$ cat src/rtl/ternary_serial_addsub_if.sv
// Handshake and operand/result bundle for the digit-serial ternary add/subtract unit.
// Trit i of every word occupies bits [2i+1:2i] (2'b00=0, 2'b01=1, 2'b10=2).
interface ternary_serial_addsub_if #(
    parameter int TRITS = 4
);
    logic                 start;
    logic                 op;
    logic                 cin;
    logic [2*TRITS-1:0]   a;
    logic [2*TRITS-1:0]   b;
    logic                 busy;
    logic                 done;
    logic [2*TRITS-1:0]   result;
    logic                 cout;
    logic                 err;

    // Requester side: issues operands and start, observes status/result
    modport master (
        output start, op, cin, a, b,
        input  busy, done, result, cout, err
    );

    // Arithmetic unit side
    modport slave (
        input  start, op, cin, a, b,
        output busy, done, result, cout, err
    );
endinterface

$ cat src/rtl/ternary_serial_addsub.sv
// Digit-serial unbalanced-ternary add/subtract unit.
// One trit per clock, LSB first, through a single full add/subtract cell whose
// carry/borrow is held in a register between trits. Operands with an illegal
// 2'b11 trit are rejected immediately with err set.
module ternary_serial_addsub #(
    parameter int TRITS = 4
) (
    input  logic                   clk,
    input  logic                   rst,
    ternary_serial_addsub_if.slave bus
);

    localparam int W     = 2 * TRITS;
    localparam int IDX_W = (TRITS > 1) ? $clog2(TRITS) : 1;

    typedef enum logic [1:0] {
        IDLE = 2'd0,
        RUN  = 2'd1,
        DONE = 2'd2
    } state_t;

    state_t             state_q;
    logic [W-1:0]       a_q;
    logic [W-1:0]       b_q;
    logic               op_q;
    logic               carry_q;
    logic [IDX_W-1:0]   idx_q;
    logic [W-1:0]       result_q;
    logic               cout_q;
    logic               err_q;
    logic               busy_q;
    logic               done_q;

    logic [1:0]         x_d;
    logic [1:0]         y_d;
    logic [1:0]         digit_d;
    logic               carry_d;

    // True when any trit of the word carries the illegal code 2'b11
    function automatic logic has_illegal(input logic [W-1:0] w);
        for (int i = 0; i < TRITS; i++) begin
            if (w[2*i +: 2] == 2'b11) return 1'b1;
        end
        return 1'b0;
    endfunction

    // Full add/subtract cell: returns {carry_out, digit}.
    // Subtraction is biased by +3 so the intermediate stays non-negative:
    // a biased value below 3 means the true difference was negative (borrow).
    function automatic logic [2:0] trit_cell(input logic op, input logic [1:0] x,
                                             input logic [1:0] y, input logic c);
        logic [2:0] t;
        if (op) begin
            t = {1'b0, x} + {1'b0, y} + {2'b00, c};
            if (t >= 3'd3) return {1'b1, 2'(t - 3'd3)};
            else           return {1'b0, t[1:0]};
        end else begin
            t = {1'b0, x} + 3'd3 - {1'b0, y} - {2'b00, c};
            if (t < 3'd3)  return {1'b1, t[1:0]};
            else           return {1'b0, 2'(t - 3'd3)};
        end
    endfunction

    // Select the current trit pair and evaluate the cell against the carry register
    always_comb begin
        x_d                = 2'(a_q >> (2 * idx_q));
        y_d                = 2'(b_q >> (2 * idx_q));
        {carry_d, digit_d} = trit_cell(op_q, x_d, y_d, carry_q);
    end

    // Control FSM with registered status outputs and result accumulation
    always_ff @(posedge clk) begin
        if (rst) begin
            state_q  <= IDLE;
            busy_q   <= 1'b0;
            done_q   <= 1'b0;
            result_q <= '0;
            cout_q   <= 1'b0;
            err_q    <= 1'b0;
            idx_q    <= '0;
            carry_q  <= 1'b0;
        end else begin
            case (state_q)
                IDLE: begin
                    done_q <= 1'b0;
                    if (bus.start) begin
                        a_q      <= bus.a;
                        b_q      <= bus.b;
                        op_q     <= bus.op;
                        result_q <= '0;
                        cout_q   <= 1'b0;
                        err_q    <= 1'b0;
                        if (has_illegal(bus.a) || has_illegal(bus.b)) begin
                            err_q   <= 1'b1;
                            done_q  <= 1'b1;
                            state_q <= DONE;
                        end else begin
                            idx_q   <= '0;
                            carry_q <= bus.cin;
                            busy_q  <= 1'b1;
                            state_q <= RUN;
                        end
                    end
                end
                RUN: begin
                    // Unwritten trits are zero, so OR-ing the new digit in place is exact
                    result_q <= result_q | (W'(digit_d) << (2 * idx_q));
                    carry_q  <= carry_d;
                    idx_q    <= idx_q + 1'b1;
                    if (idx_q == IDX_W'(TRITS - 1)) begin
                        cout_q  <= carry_d;
                        busy_q  <= 1'b0;
                        done_q  <= 1'b1;
                        state_q <= DONE;
                    end
                end
                DONE: begin
                    done_q  <= 1'b0;
                    state_q <= IDLE;
                end
                default: begin
                    busy_q  <= 1'b0;
                    done_q  <= 1'b0;
                    state_q <= IDLE;
                end
            endcase
        end
    end

    assign bus.busy   = busy_q;
    assign bus.done   = done_q;
    assign bus.result = result_q;
    assign bus.cout   = cout_q;
    assign bus.err    = err_q;

endmodule

$ cat src/flat_wrapper.sv
// flat-port wrapper written by rule: the top's interface ports become plain ports
module ternary_serial_addsub_flat 
#(
    parameter int TRITS = 4
)
  (clk, rst, bus_start, bus_op, bus_cin, bus_a, bus_b, bus_busy, bus_done, bus_result, bus_cout, bus_err);
  ternary_serial_addsub_if #(.TRITS(TRITS)) bus_i ();
  input  logic clk;
  input  logic rst;
  input wire logic [$bits(bus_i.start)-1:0] bus_start;
  input wire logic [$bits(bus_i.op)-1:0] bus_op;
  input wire logic [$bits(bus_i.cin)-1:0] bus_cin;
  input wire logic [$bits(bus_i.a)-1:0] bus_a;
  input wire logic [$bits(bus_i.b)-1:0] bus_b;
  output wire logic [$bits(bus_i.busy)-1:0] bus_busy;
  output wire logic [$bits(bus_i.done)-1:0] bus_done;
  output wire logic [$bits(bus_i.result)-1:0] bus_result;
  output wire logic [$bits(bus_i.cout)-1:0] bus_cout;
  output wire logic [$bits(bus_i.err)-1:0] bus_err;
  assign bus_i.start = bus_start;
  assign bus_i.op = bus_op;
  assign bus_i.cin = bus_cin;
  assign bus_i.a = bus_a;
  assign bus_i.b = bus_b;
  assign bus_busy = bus_i.busy;
  assign bus_done = bus_i.done;
  assign bus_result = bus_i.result;
  assign bus_cout = bus_i.cout;
  assign bus_err = bus_i.err;
  ternary_serial_addsub #(.TRITS(TRITS)) u_core (.clk(clk), .rst(rst), .bus(bus_i));
endmodule
$ cat config.mk
export PLATFORM = sky130hd
export DESIGN_NAME = ternary_serial_addsub_flat
export DESIGN_NICKNAME = d
export VERILOG_FILES = /design/src/rtl/ternary_serial_addsub_if.sv /design/src/rtl/ternary_serial_addsub.sv /design/src/flat_wrapper.sv
export SDC_FILE = /design/constraint.sdc
export NUM_CORES = 1
export LEC_CHECK = 0
export CAP_MARGIN = 10
export CORE_MARGIN = 4
export CORE_UTILIZATION = 45
export CTS_BUF_LIST = sky130_fd_sc_hd__clkbuf_4 sky130_fd_sc_hd__clkbuf_8
export CTS_CLUSTER_DIAMETER = 30
export CTS_CLUSTER_SIZE = 30
export DETAILED_ROUTE_END_ITERATION = 10
export PLACE_DENSITY_LB_ADDON = 0.2
export SLEW_MARGIN = 40
export SYNTH_ARGS = -nofsm -noshare
export SYNTH_HDL_FRONTEND = slang
export SYNTH_SLANG_ARGS = --single-unit
export TNS_END_PERCENT = 5
$ cat constraint.sdc
create_clock -name clk -period 7.54 [get_ports clk]
set_clock_uncertainty 0.2 [all_clocks]
set_input_delay 1.508 -clock clk [delete_from_list [all_inputs] [get_ports clk]]
set_output_delay 1.508 -clock clk [all_outputs]
set_load 0.02 [all_outputs]
==> results.cfg <==
[power_and_ir_drop]
power_mw = 0.3766
p_sw_mw = 0.1014
leakagePower_nw = 0.7402
p_comb_share_pct = 19.5
peakVddDrop_mv = 0.1244
p_int_mw = 0.2751
power.density_nw_per_um2 = 187.2
p_clk_share_pct = 25.8
swShare_pct = 26.94
pwr-share-seq_pct = 54.6

[yosys]
ys_ff_latch = 34
synth_area_um2 = 1602
yosys_warnings = 0
ys_top_cells_by_count = 17 x dfxtp_1, 17 x edfxtp_1, 13 x nor2_1
avgSynthCellArea_um2 = 12.04
syn-num-nets = 162
netlist_instances = 133
synth_area_leader_cell = edfxtp_1
synth_edf_count = 17
synth_area_leaders = edfxtp_1 32%, dfxtp_1 21%, mux4_2 5.6%
ys.flop_type = edfxtp_1
synth_cell_type_count = 42
ys_seq_area_share_pct = 53.13
async_reset_ff_share_pct = 0
synth_top_area_share_pct = 31.87

[critical_path]
rr_worst_depth = 12
cpMostUsedCell = inv_1
crit_slowest_cell = dfxtp_1
worstPathMaxFanout = 12
crit_buf_inv = 3
crit_type = reg -> reg
r2r_start = u_core.idx_q[0]$_SDFFE_PP0P_
cp_cell_sequence = mux4_2 -> inv_1 -> ha_1 -> inv_1 -> ha_1 -> inv_1 -> fa_1 -> xor2_1 -> mux2i_1 -> o211ai_2 -> a41oi_1 -> nor3_1
crit_arrival_ns = 3.55
cp_top_family = multiplexers
rrSetupSlack_ns = 3.99
r2r-end = u_core.bus.result[6]$_SDFFE_PP0P_
cp-start-kind = flop
required_ns = 7.54
slowest_delay_ns = 0.64
cp-end-kind = flop

[hold_path]
hold_class = reg -> reg
whs_path_depth = 1
hold_end = u_core.bus.result[5]$_SDFFE_PP0P_
hold_start = u_core.bus.result[5]$_SDFFE_PP0P_

[finish]
area_growth_pct = 25.63
drive_above_1_share_pct = 9.581
antenna_cells = 0
layout.nets = 195
post-route-util_pct = 59.36
final_cells = 213
final_area_um2 = 2012

[grt]
grt_pass1_vias = 1160
antenna_found_initial = 0
grt_start_max_net_pins = 19
grt_use_total_pct = 16.70
grt_pass1_wl_um = 5554
grt-ovfl-total = 0

[route]
dr.pass1.iters = 4
num_vias = 1171
via_per_inst = 5.498
wire_per_inst_um = 14.86
drt_iter0_drc = 69
drc = 0
detail-route-antenna-nets = 0
wirelength_um = 3165

[sta]
slew_violations = 0
final_hold_viol_count = 0
fmax_mhz = 281.7
setup_tns_ns = 0
worst_pin_slew_ns = 0.7868
layout_min_cycle_time_ns = 3.550
relSlewSlack_pct = 47.49
fin_crit_sh_pct = 47.08
rsz0062_at_grt = false
setup_viol = 0
worst_hold_slack_ns = 0.2769
layout_setup_ws_ns = 3.990

[floorplanning]
fp.coreArea_um2 = 3390
io_pins = 33
die_width_um = 67.66
die_h_um = 67.66
start_util_pct = 47.25
dieArea_um2 = 4577
row_count = 21

[run_status]
run_status = completed

[cts]
clk_latency_ns = 0.33
cts_buffer_depth = 2
cts_setup_buffers = 0
ctsResizeCount = 0
htree_levels = 2
clk_pin_slew_ns = 0.10
cts_tree = built
ctsHoldBuffers = 0
cts.sinks = 34
cts_buffers = 5
cts_root_buf = clkbuf_4

[placed_design]
dp_hpwl_um = 2439
pre_cts_ws_ns = 3.886
dp.cells = 205
place.gp.congestion = 0.8011
portBuffers = 32
dpl-instance-area_um2 = 1957

[run]
cap_violations = 0
[registers in the layout, summed over array words and instances (netlist names)]
register and cells:
u_core.bus.done 1, u_core.op_q 1, u_core.idx_q 2, u_core.bus.busy 1
u_core.bus.err 1, u_core.state_q 2, u_core.a_q 8, u_core.carry_q 1
u_core.bus.cout 1, u_core.b_q 8, u_core.bus.result 8
[layout make-up]
cell class                 instances  area (um2)
tap                               46       57.56
clock inverter                     2       10.01
multi-input combinational         85       698.2
fill                             288        1378
timing repair buffer              32       320.3
sequential                        34       850.8
inverter                           8       30.03
clock buffer                       6       45.04
[cells in the final DEF, fill, tap and decap left out, drive strengths merged, types with 2 or more instances in the layout]
| cell | synthesis | layout |
|---|---|---|
| a21oi | 4 | 4 |
| clkinv | 0 | 2 |
| nor2 | 14 | 14 |
| fa | 3 | 3 |
| dfxtp | 17 | 17 |
| a211oi | 2 | 2 |
| nor2b | 2 | 2 |
| edfxtp | 17 | 17 |
| a32o | 2 | 2 |
| inv | 8 | 8 |
| mux4 | 4 | 4 |
| clkdlybuf4s50 | 0 | 32 |
| a22oi | 2 | 2 |
| nor3 | 4 | 4 |
| o31ai | 2 | 2 |
| o21ai | 3 | 3 |
| o211ai | 2 | 2 |
| nand2b | 4 | 4 |
| clkbuf | 4 | 6 |
| mux2i | 2 | 2 |
| and2 | 2 | 2 |
| nand2 | 5 | 5 |
| ha | 5 | 5 |
| a22o | 7 | 7 |
[power groups by stage]
stage / logic, mW / clock network [mW] / registers (mW)
3_5_place_dp: 0.0737 / 0 / 0.210
4_1_cts: 0.0742 / 0.101 / 0.206
2_1_floorplan: 0.0479 / 0 / 0.209
5_1_grt: 0.0835 / 0.111 / 0.207
3_3_place_gp: 0.0704 / 0 / 0.210
6_report: 0.0735 / 0.0973 / 0.206
[worst register-to-register path, cell delays in order (launching register included)]
cell and delay, ns:
dfxtp_1 0.64, mux4_2 0.57, inv_1 0.11, ha_1 0.23
inv_1 0.06, ha_1 0.14, inv_1 0.05, fa_1 0.37
xor2_1 0.28, mux2i_1 0.28, o211ai_2 0.18, a41oi_1 0.23
nor3_1 0.07
[cell families after synthesis]
family	after synthesis	share of synthesized area [%]
simple gates	39	13.05
flops	34	53.13
compound gates	31	15.31
buf+inv	14	3.437
fa+ha+maj	8	7.656
mux	6	6.875
xor+xnor	1	0.5470
[per-layer routing]
metal / routed length [um] / part of all wire, % / vias to the layer above / global-route usage (%)
met5: 0 / 0 / - / 0
met4: 55 / 1.7 / 0 / 7.595
met3: 140 / 4.4 / 6 / 5.657
met2: 1593 / 50 / 20 / 25.39
met1: 1377 / 44 / 575 / 21.41
li1: - / - / 570 / -
[worst max-delay path by stage]
| stage | from | end | slack (ns) | depth (start not counted) |
|---|---|---|---|---|
| detailed placement | rst | u_core.a_q[2]$_DFFE_PP_ | 3.89 | 2 |
| CTS | u_core.idx_q[0]$_SDFFE_PP0P_ | u_core.bus.result[6]$_SDFFE_PP0P_ | 3.96 | 12 |
| global route | u_core.idx_q[0]$_SDFFE_PP0P_ | u_core.bus.result[6]$_SDFFE_PP0P_ | 3.72 | 12 |
| finish | u_core.idx_q[0]$_SDFFE_PP0P_ | u_core.bus.result[6]$_SDFFE_PP0P_ | 3.99 | 12 |
| global placement | rst | u_core.op_q$_DFFE_PP_ | 3.64 | 2 |
| floorplan | rst | u_core.a_q[0]$_DFFE_PP_ | 4.27 | 3 |
Note: power is estimated with default switching activity, not from simulation.
